$ cat src/rtl/program_loader.sv
// Serial program loader: receives 8N1 bytes on rx and writes them into a 16 x 8
// program RAM while holding the processor in reset for the duration of a load.
module program_loader #(
    parameter int CLKS_PER_BIT = 16
) (
    input  logic       clk,
    input  logic       rst,
    input  logic       rx,
    input  logic       load_en,
    input  logic [3:0] fetch_addr,
    output logic [7:0] instruction,
    output logic       cpu_hold,
    output logic       load_done,
    output logic [4:0] loaded_count,
    output logic       frame_err
);

    typedef enum logic [1:0] {
        IDLE  = 2'd0,
        START = 2'd1,
        DATA  = 2'd2,
        STOP  = 2'd3
    } rx_state_t;

    localparam logic [15:0] HALF_LAST_C = 16'(CLKS_PER_BIT / 2 - 1);
    localparam logic [15:0] FULL_LAST_C = 16'(CLKS_PER_BIT - 1);

    rx_state_t   state_r, state_s;
    logic [15:0] baud_cnt_r, baud_cnt_s;
    logic [2:0]  bit_idx_r, bit_idx_s;
    logic [7:0]  shift_r, shift_s;
    logic        brk_wait_r, brk_wait_s;
    logic        stop_ok_s, stop_bad_s;

    logic        rx_meta_r, rx_sync_r;
    logic        load_en_prev_r;
    logic        load_rise_s, wr_en_s;
    logic [3:0]  wr_ptr_r;
    logic [4:0]  loaded_count_r;
    logic        load_done_r, cpu_hold_r, frame_err_r;
    logic [7:0]  mem_r [16];

    // Two-flop synchronizer for the asynchronous serial line; idles high
    always_ff @(posedge clk or posedge rst) begin
        if (rst) begin
            rx_meta_r <= 1'b1;
            rx_sync_r <= 1'b1;
        end else begin
            rx_meta_r <= rx;
            rx_sync_r <= rx_meta_r;
        end
    end

    // Receive FSM state register
    always_ff @(posedge clk or posedge rst) begin
        if (rst) begin
            state_r    <= IDLE;
            baud_cnt_r <= 16'd0;
            bit_idx_r  <= 3'd0;
            shift_r    <= 8'h00;
            brk_wait_r <= 1'b0;
        end else begin
            state_r    <= state_s;
            baud_cnt_r <= baud_cnt_s;
            bit_idx_r  <= bit_idx_s;
            shift_r    <= shift_s;
            brk_wait_r <= brk_wait_s;
        end
    end

    // Receive FSM next state; a bad stop bit parks in STOP until the line goes idle
    always_comb begin
        state_s    = state_r;
        baud_cnt_s = baud_cnt_r;
        bit_idx_s  = bit_idx_r;
        shift_s    = shift_r;
        brk_wait_s = brk_wait_r;
        stop_ok_s  = 1'b0;
        stop_bad_s = 1'b0;
        case (state_r)
            IDLE: begin
                if (!rx_sync_r) begin
                    state_s    = START;
                    baud_cnt_s = 16'd0;
                end else begin
                    baud_cnt_s = 16'd0;
                end
            end
            START: begin
                if (baud_cnt_r == HALF_LAST_C) begin
                    baud_cnt_s = 16'd0;
                    bit_idx_s  = 3'd0;
                    if (!rx_sync_r) begin
                        state_s = DATA;
                    end else begin
                        state_s = IDLE;
                    end
                end else begin
                    baud_cnt_s = baud_cnt_r + 16'd1;
                end
            end
            DATA: begin
                if (baud_cnt_r == FULL_LAST_C) begin
                    baud_cnt_s = 16'd0;
                    shift_s    = {rx_sync_r, shift_r[7:1]};
                    if (bit_idx_r == 3'd7) begin
                        state_s   = STOP;
                        bit_idx_s = 3'd0;
                    end else begin
                        bit_idx_s = bit_idx_r + 3'd1;
                    end
                end else begin
                    baud_cnt_s = baud_cnt_r + 16'd1;
                end
            end
            STOP: begin
                if (brk_wait_r) begin
                    if (rx_sync_r) begin
                        state_s    = IDLE;
                        brk_wait_s = 1'b0;
                    end else begin
                        brk_wait_s = 1'b1;
                    end
                end else if (baud_cnt_r == FULL_LAST_C) begin
                    baud_cnt_s = 16'd0;
                    if (rx_sync_r) begin
                        stop_ok_s = 1'b1;
                        state_s   = IDLE;
                    end else begin
                        stop_bad_s = 1'b1;
                        brk_wait_s = 1'b1;
                    end
                end else begin
                    baud_cnt_s = baud_cnt_r + 16'd1;
                end
            end
            default: begin
                state_s    = IDLE;
                baud_cnt_s = 16'd0;
                bit_idx_s  = 3'd0;
                brk_wait_s = 1'b0;
            end
        endcase
    end

    // A fresh session clear outranks a write landing in the same cycle
    always_comb begin
        load_rise_s = load_en & ~load_en_prev_r;
        wr_en_s     = stop_ok_s & load_en & ~load_done_r & ~load_rise_s;
    end

    // Session bookkeeping, processor hold and error pulse
    always_ff @(posedge clk or posedge rst) begin
        if (rst) begin
            load_en_prev_r <= 1'b0;
            wr_ptr_r       <= 4'd0;
            loaded_count_r <= 5'd0;
            load_done_r    <= 1'b0;
            cpu_hold_r     <= 1'b0;
            frame_err_r    <= 1'b0;
        end else begin
            load_en_prev_r <= load_en;
            cpu_hold_r     <= load_en & ~load_done_r;
            frame_err_r    <= stop_bad_s;
            if (load_rise_s) begin
                wr_ptr_r       <= 4'd0;
                loaded_count_r <= 5'd0;
                load_done_r    <= 1'b0;
            end else if (wr_en_s) begin
                wr_ptr_r       <= wr_ptr_r + 4'd1;
                loaded_count_r <= loaded_count_r + 5'd1;
                if (loaded_count_r == 5'd15) begin
                    load_done_r <= 1'b1;
                end else begin
                    load_done_r <= load_done_r;
                end
            end else begin
                wr_ptr_r       <= wr_ptr_r;
                loaded_count_r <= loaded_count_r;
                load_done_r    <= load_done_r;
            end
        end
    end

    // Program RAM; cleared only by rst, never by a new session
    always_ff @(posedge clk or posedge rst) begin
        if (rst) begin
            for (int i = 0; i < 16; i++) begin
                mem_r[i] <= 8'h00;
            end
        end else if (wr_en_s) begin
            mem_r[wr_ptr_r] <= shift_r;
        end else begin
            mem_r[wr_ptr_r] <= mem_r[wr_ptr_r];
        end
    end

    assign instruction  = mem_r[fetch_addr];
    assign cpu_hold     = cpu_hold_r;
    assign load_done    = load_done_r;
    assign loaded_count = loaded_count_r;
    assign frame_err    = frame_err_r;

endmodule

$ cat config.mk
export PLATFORM = sky130hd
export DESIGN_NAME = program_loader
export DESIGN_NICKNAME = d
export VERILOG_FILES = /design/src/rtl/program_loader.sv
export SDC_FILE = /design/constraint.sdc
export NUM_CORES = 1
export LEC_CHECK = 0
export CAP_MARGIN = 10
export CORE_MARGIN = 10
export CORE_UTILIZATION = 40
export CTS_CLUSTER_DIAMETER = 40
export DETAILED_ROUTE_END_ITERATION = 8
export MAX_ROUTING_LAYER = met4
export PLACE_DENSITY = 0.55
export SLEW_MARGIN = 20
export SYNTH_ARGS = -nofsm -noshare
export SYNTH_HDL_FRONTEND = slang
export SYNTH_SLANG_ARGS = --single-unit
export TNS_END_PERCENT = 50
$ cat constraint.sdc
create_clock -name clk -period 15.7 [get_ports clk]
set_input_delay 1.57 -clock clk [delete_from_list [all_inputs] [get_ports clk]]
set_output_delay 1.57 -clock clk [all_outputs]
set_load 0.005 [all_outputs]
# Word-level counts from Yosys, hierarchy flattened

Cells that the tools add are included.

$add $sub $neg: 4
Muxes and demuxes: 44
$lt $le $gt $ge: 3
Reduce and logical (&&, ||, !) cells: 9
Bitwise operators: 10
Eq/ne operators: 13

Operators by type and width:

| operator                                                          | number |
|---|---|
| 128-bit bitwise mux                                               | 2 |
| 128-bit two-way mux                                               | 1 |
| 8-bit binary-select mux with 4-bit select                         | 2 |
| 16-bit case mux with 4 select lines                               | 1 |
| 16-bit two-way mux                                                | 3 |
| 8-bit two-way mux                                                 | 5 |
| 8-bit demux with 4-bit select                                     | 1 |
| 16-bit by 1-bit adder with 16-bit output (second input constant)  | 1 |
| 16-bit by 3-bit == test with 1-bit output (second input constant) | 1 |
| 16-bit by 4-bit == test with 1-bit output (second input constant) | 1 |
| 2-bit two-way mux                                                 | 8 |
| 1-bit two-way mux                                                 | 12 |
| 5-bit greater-or-equal comparator (second input constant)         | 2 |
| 5-bit two-way mux                                                 | 2 |
| 2-bit != test (second input constant)                             | 5 |
| 4-bit inverter with 5-bit output                                  | 2 |
| 3-bit two-way mux                                                 | 3 |
| 4-bit two-way mux                                                 | 2 |
| 2-bit case mux with 4 select lines                                | 1 |
| 3-bit case mux with 2 select lines                                | 1 |
| 2-bit nonzero test                                                | 3 |
| 5-bit by 1-bit adder with 5-bit output (second input constant)    | 1 |
| 1-bit AND                                                         | 5 |
| 5-bit by 4-bit == test with 1-bit output (second input constant)  | 1 |
| other kinds (13)                                                  | 17 |

Bits in registers: 173
Word-level logic and storage cells: 112

# Depth between registers and ports, before layout

Depth in word-level cells: 9
Gate-level depth with buffers: 9
Mapped depth without buffers: 6

# Worst setup path before layout

OpenSTA, ideal clock, no wires.

Path type: input to output
Start point: input port fetch_addr[0]
End point: output port instruction[0]
Path slack: 10770 ps
Cell stages on the path: 4
Required time: 14130 ps
Path buffers: 2
Arrival time: 3360 ps
Cell sequence: clkbuf_1 > buf_1 > mux4_2 > mux4_2

Word-level cells in the longest chain between the ends: 4

Ends and longest elaborated chain:

| element                                                | line | RTL |
|---|---|---|
| from (decl)                                            | 10   | `input logic [3:0] fetch_addr,` |
| 4-bit inverter with 5-bit output (implied by the code) | 198  | `assign instruction = mem_r[fetch_addr];` |
| 8-bit binary-select mux with 4-bit select              | 198  |  |
| 8-bit two-way mux (implied by the code) (2 in a row)   | 198  |  |
| to (decl)                                              | 11   | `output logic [7:0] instruction,` |

Every way passes these cells. The select of a mux whose other input is x is not followed.

# Worst setup path in the final report

Start point: input port fetch_addr[1]
End point: output port instruction[3]

Same word-level chain as after synthesis.

==> impl_metrics.csv <==
group,metric,value,unit
final_layout,finalInstanceArea,10000,sq um
power,p_per_area,113,nW/um^2
outcome,outcome,"finished, final reports clean",
placed_design,dp_hpwl,14400,um
synth,dominantRegCellSynth,"dfrtp_1",
synth,avgSynthCellArea,11.5,sq um
placed_design,pre_cts_ws,10.01,ns
hold_path,min_from,"rx_meta_r",
sta,finalSetupViolCount,0,
flow_run,maxCapViolations,0,
power,power,1.13,mW
setup_path,critPathMaxFanout,32,
final_layout,final_util,44.1,%
synth,yosysWarnings,0,
cts,cts_setup_buffers,0,
sta,timing.final.ws_setup,10.30,ns
detailed_routing,wl_per_cell,21.1,um
setup_path,reg2reg_from,"baud_cnt_r[0]",
detailed_routing,drt_wl_total,22700,um
detailed_routing,first_pass_iters,4,
detailed_routing,avgViaCountPerCell,5.73,
setup_path,cp.arrival,3.83,ns
sta,final_hold_viol_count,0,
die,fp.dieW,172,um
synth,synth_nets,821,
cts,clk_path_buf_depth,2,
setup_path,ff2ff_path_depth,6,
detailed_routing,dr.first_iter.drc_count,503,
sta,min_period,5.40,ns
setup_path,crit_path_end_kind,"output pin",
grt,overflow,0,
sta,rsz0062_at_grt,"no",
grt,grt_usage,16.9,%
synth,ys_ff_latch,173,
detailed_routing,drc_errors,0,
die,die_h,172,um
setup_path,r2r_slack,12.47,ns
sta,worst_pin_slew,1.09,ns
detailed_routing,via_count,6163,
sta,slew_headroom,27.5,%
synth,synth_edf_count,0,
final_layout,final_cells,1075,
setup_path,rr_endpoint,"mem_r[8]",
sta,fin_skew,0.0138,ns
setup_path,cp-start-kind,"primary input",
cts,root_buffer,"clkbuf_16",
sta,period_share,34.4,%
synth,synthCells,804,
cts,insertion_delay,0.43,ns
hold_path,hold_path.class,"flip-flop to flip-flop",
final_layout,diodes,0,
grt,grt_start_max_net_pins,93,
final_layout,final_nets,794,
power,ir_worst_vdd,0.0585,mV
cts,cts-hold-fix-buffers,0,
final_layout,synthToLayoutAreaGrowth,8.26,%
synth,synth-seq-area-share,46.9,%
grt,grt_antenna_before_repair,0,
placed_design,post_dp_cell_area,9380,sq um
die,ios,24,
cts,numCtsBuffers,17,
grt,grt_pass1_wl,37100,um
setup_path,crit_type,"primary input to output pin",
placed_design,place_inst,1043,
grt,first_global_vias,6492,
cts,htreeDepth,4,
synth,synth.cell_area,9240,sq um
power,leakage,3.45,nW
sta,fin_tns_setup,0,ns
placed_design,place_congestion,0.855,
synth,synth_cell_types,50,
final_layout,drive_gt1_share,21.6,%
sta,fin_hold_ws,0.358,ns
cts,cts.sinks,173,
cts,cts_tree,"yes",
sta,max_freq,185,MHz
sta,finalMaxSlewViolations,0,
setup_path,crit_required,14.13,ns
detailed_routing,ant_nets,0,
die,die_area,29600,sq um
hold_path,holdPathStages,0,
hold_path,min_to,"rx_sync_r",
placed_design,numPortBuffers,23,
cts,ctsResizeCount,0,
synth,synthArstFlopShare,100,%
die,core_area,22700,sq um
die,num_rows,55,
die,start_util,40.7,%
cts,clk_pin_slew,0.07,ns
[synth_stat cells, drive strengths merged, types with 3 or more instances]
master  instances  area [sq um]
nor3            4          31.3
and2           15          95.1
a22oi          16           120
and3           11          70.1
nand3          12          60.1
dfrtp         171          4280
nor2          160           601
a31oi           3          18.8
o21ai           6          30.0
a21oi         136           831
inv            10          37.5
mux2i          10           200
buf            38           298
ha              9           113
nor2b           6          37.5
xor2           10          87.6
nand2          44           165
nand4           4          25.0
nor4            3          48.8
mux4           72          1620
clkbuf         35           158
xnor2           9          78.8
[cells by family after synthesis]
| logic type | count (synthesis) | synth area share, % |
|---|---|---|
| DFF | 173 | 46.9 |
| AOI/OAI and AO/OA | 170 | 11.5 |
| buffers and inverters | 84 | 5.69 |
| adders and majority gates | 9 | 1.22 |
| xor gates and xnor gates | 19 | 1.80 |
| muxes | 82 | 19.7 |
| and+or+nand+nor | 267 | 13.2 |
[registers in the layout (all words and copies together), names as in the netlist, named ones only]
register        count
load_done           1
baud_cnt_r         16
state_r             1
mem_r             128
load_en_prev_r      1
cpu_hold            1
brk_wait_r          1
rx_sync_r           1
loaded_count        5
bit_idx_r           3
wr_ptr_r            4
shift_r             8
frame_err           1
rx_meta_r           1
[cells in the final DEF (no fill, tap or decap), types with 10 or more instances in the layout]
cell               n
nand3_1           12
a21oi_2           40
a22oi_1           16
dfrtp_1          170
and3_1            10
xor2_1            10
clkdlybuf4s50_1   22
nand2_1           44
clkbuf_16         17
and2_1            14
mux4_2            72
a21oi_1           96
nor2_1           159
[report_power, final]
group / total, mW / internal, mW / leakage, nW / switching [mW]
combinational: 0.188 / 0.0728 / 1.44 / 0.116
sequential: 0.505 / 0.472 / 1.72 / 0.0335
clock: 0.439 / 0.265 / 0.295 / 0.174
[area by class of cell]
cell class,count,area [sq um]
clock inverters,8,133
fillers,2085,12700
inverters,10,42.5
well taps,285,357
multi-input cells,547,4390
clock buffers,24,482
repair buffers,28,269
flip-flops and latches,173,4330
[routing by layer]
metal	share of wire, %	up-vias	track usage [%]
met2	48	179	26.2
met5	0	-	-
met3	5.9	43	3.37
met1	43	3139	21.5
li1	-	2802	-
met4	3.0	0	6.30
[worst max-delay path, stage by stage]
cell and delay [ns]:
clkdlybuf4s50_1 0.45, buf_4 0.42, mux4_2 0.37, mux4_2 0.54, clkdlybuf4s50_1 0.48
[worst max path at each step]
| stage | cells after the start | start | slack (ns) | endpoint |
|---|---|---|---|---|
| finish | 5 | fetch_addr[1] | 10.30 | instruction[3] |
| global route | 5 | fetch_addr[1] | 10.25 | instruction[3] |
| CTS | 4 | fetch_addr[0] | 10.01 | instruction[6] |
| detailed placement | 4 | fetch_addr[0] | 10.01 | instruction[6] |
| global placement | 4 | fetch_addr[0] | 10.09 | instruction[3] |
| floorplan | 1 | rst | 9.44 | async pin |
Power figures use the tool's default switching activity.
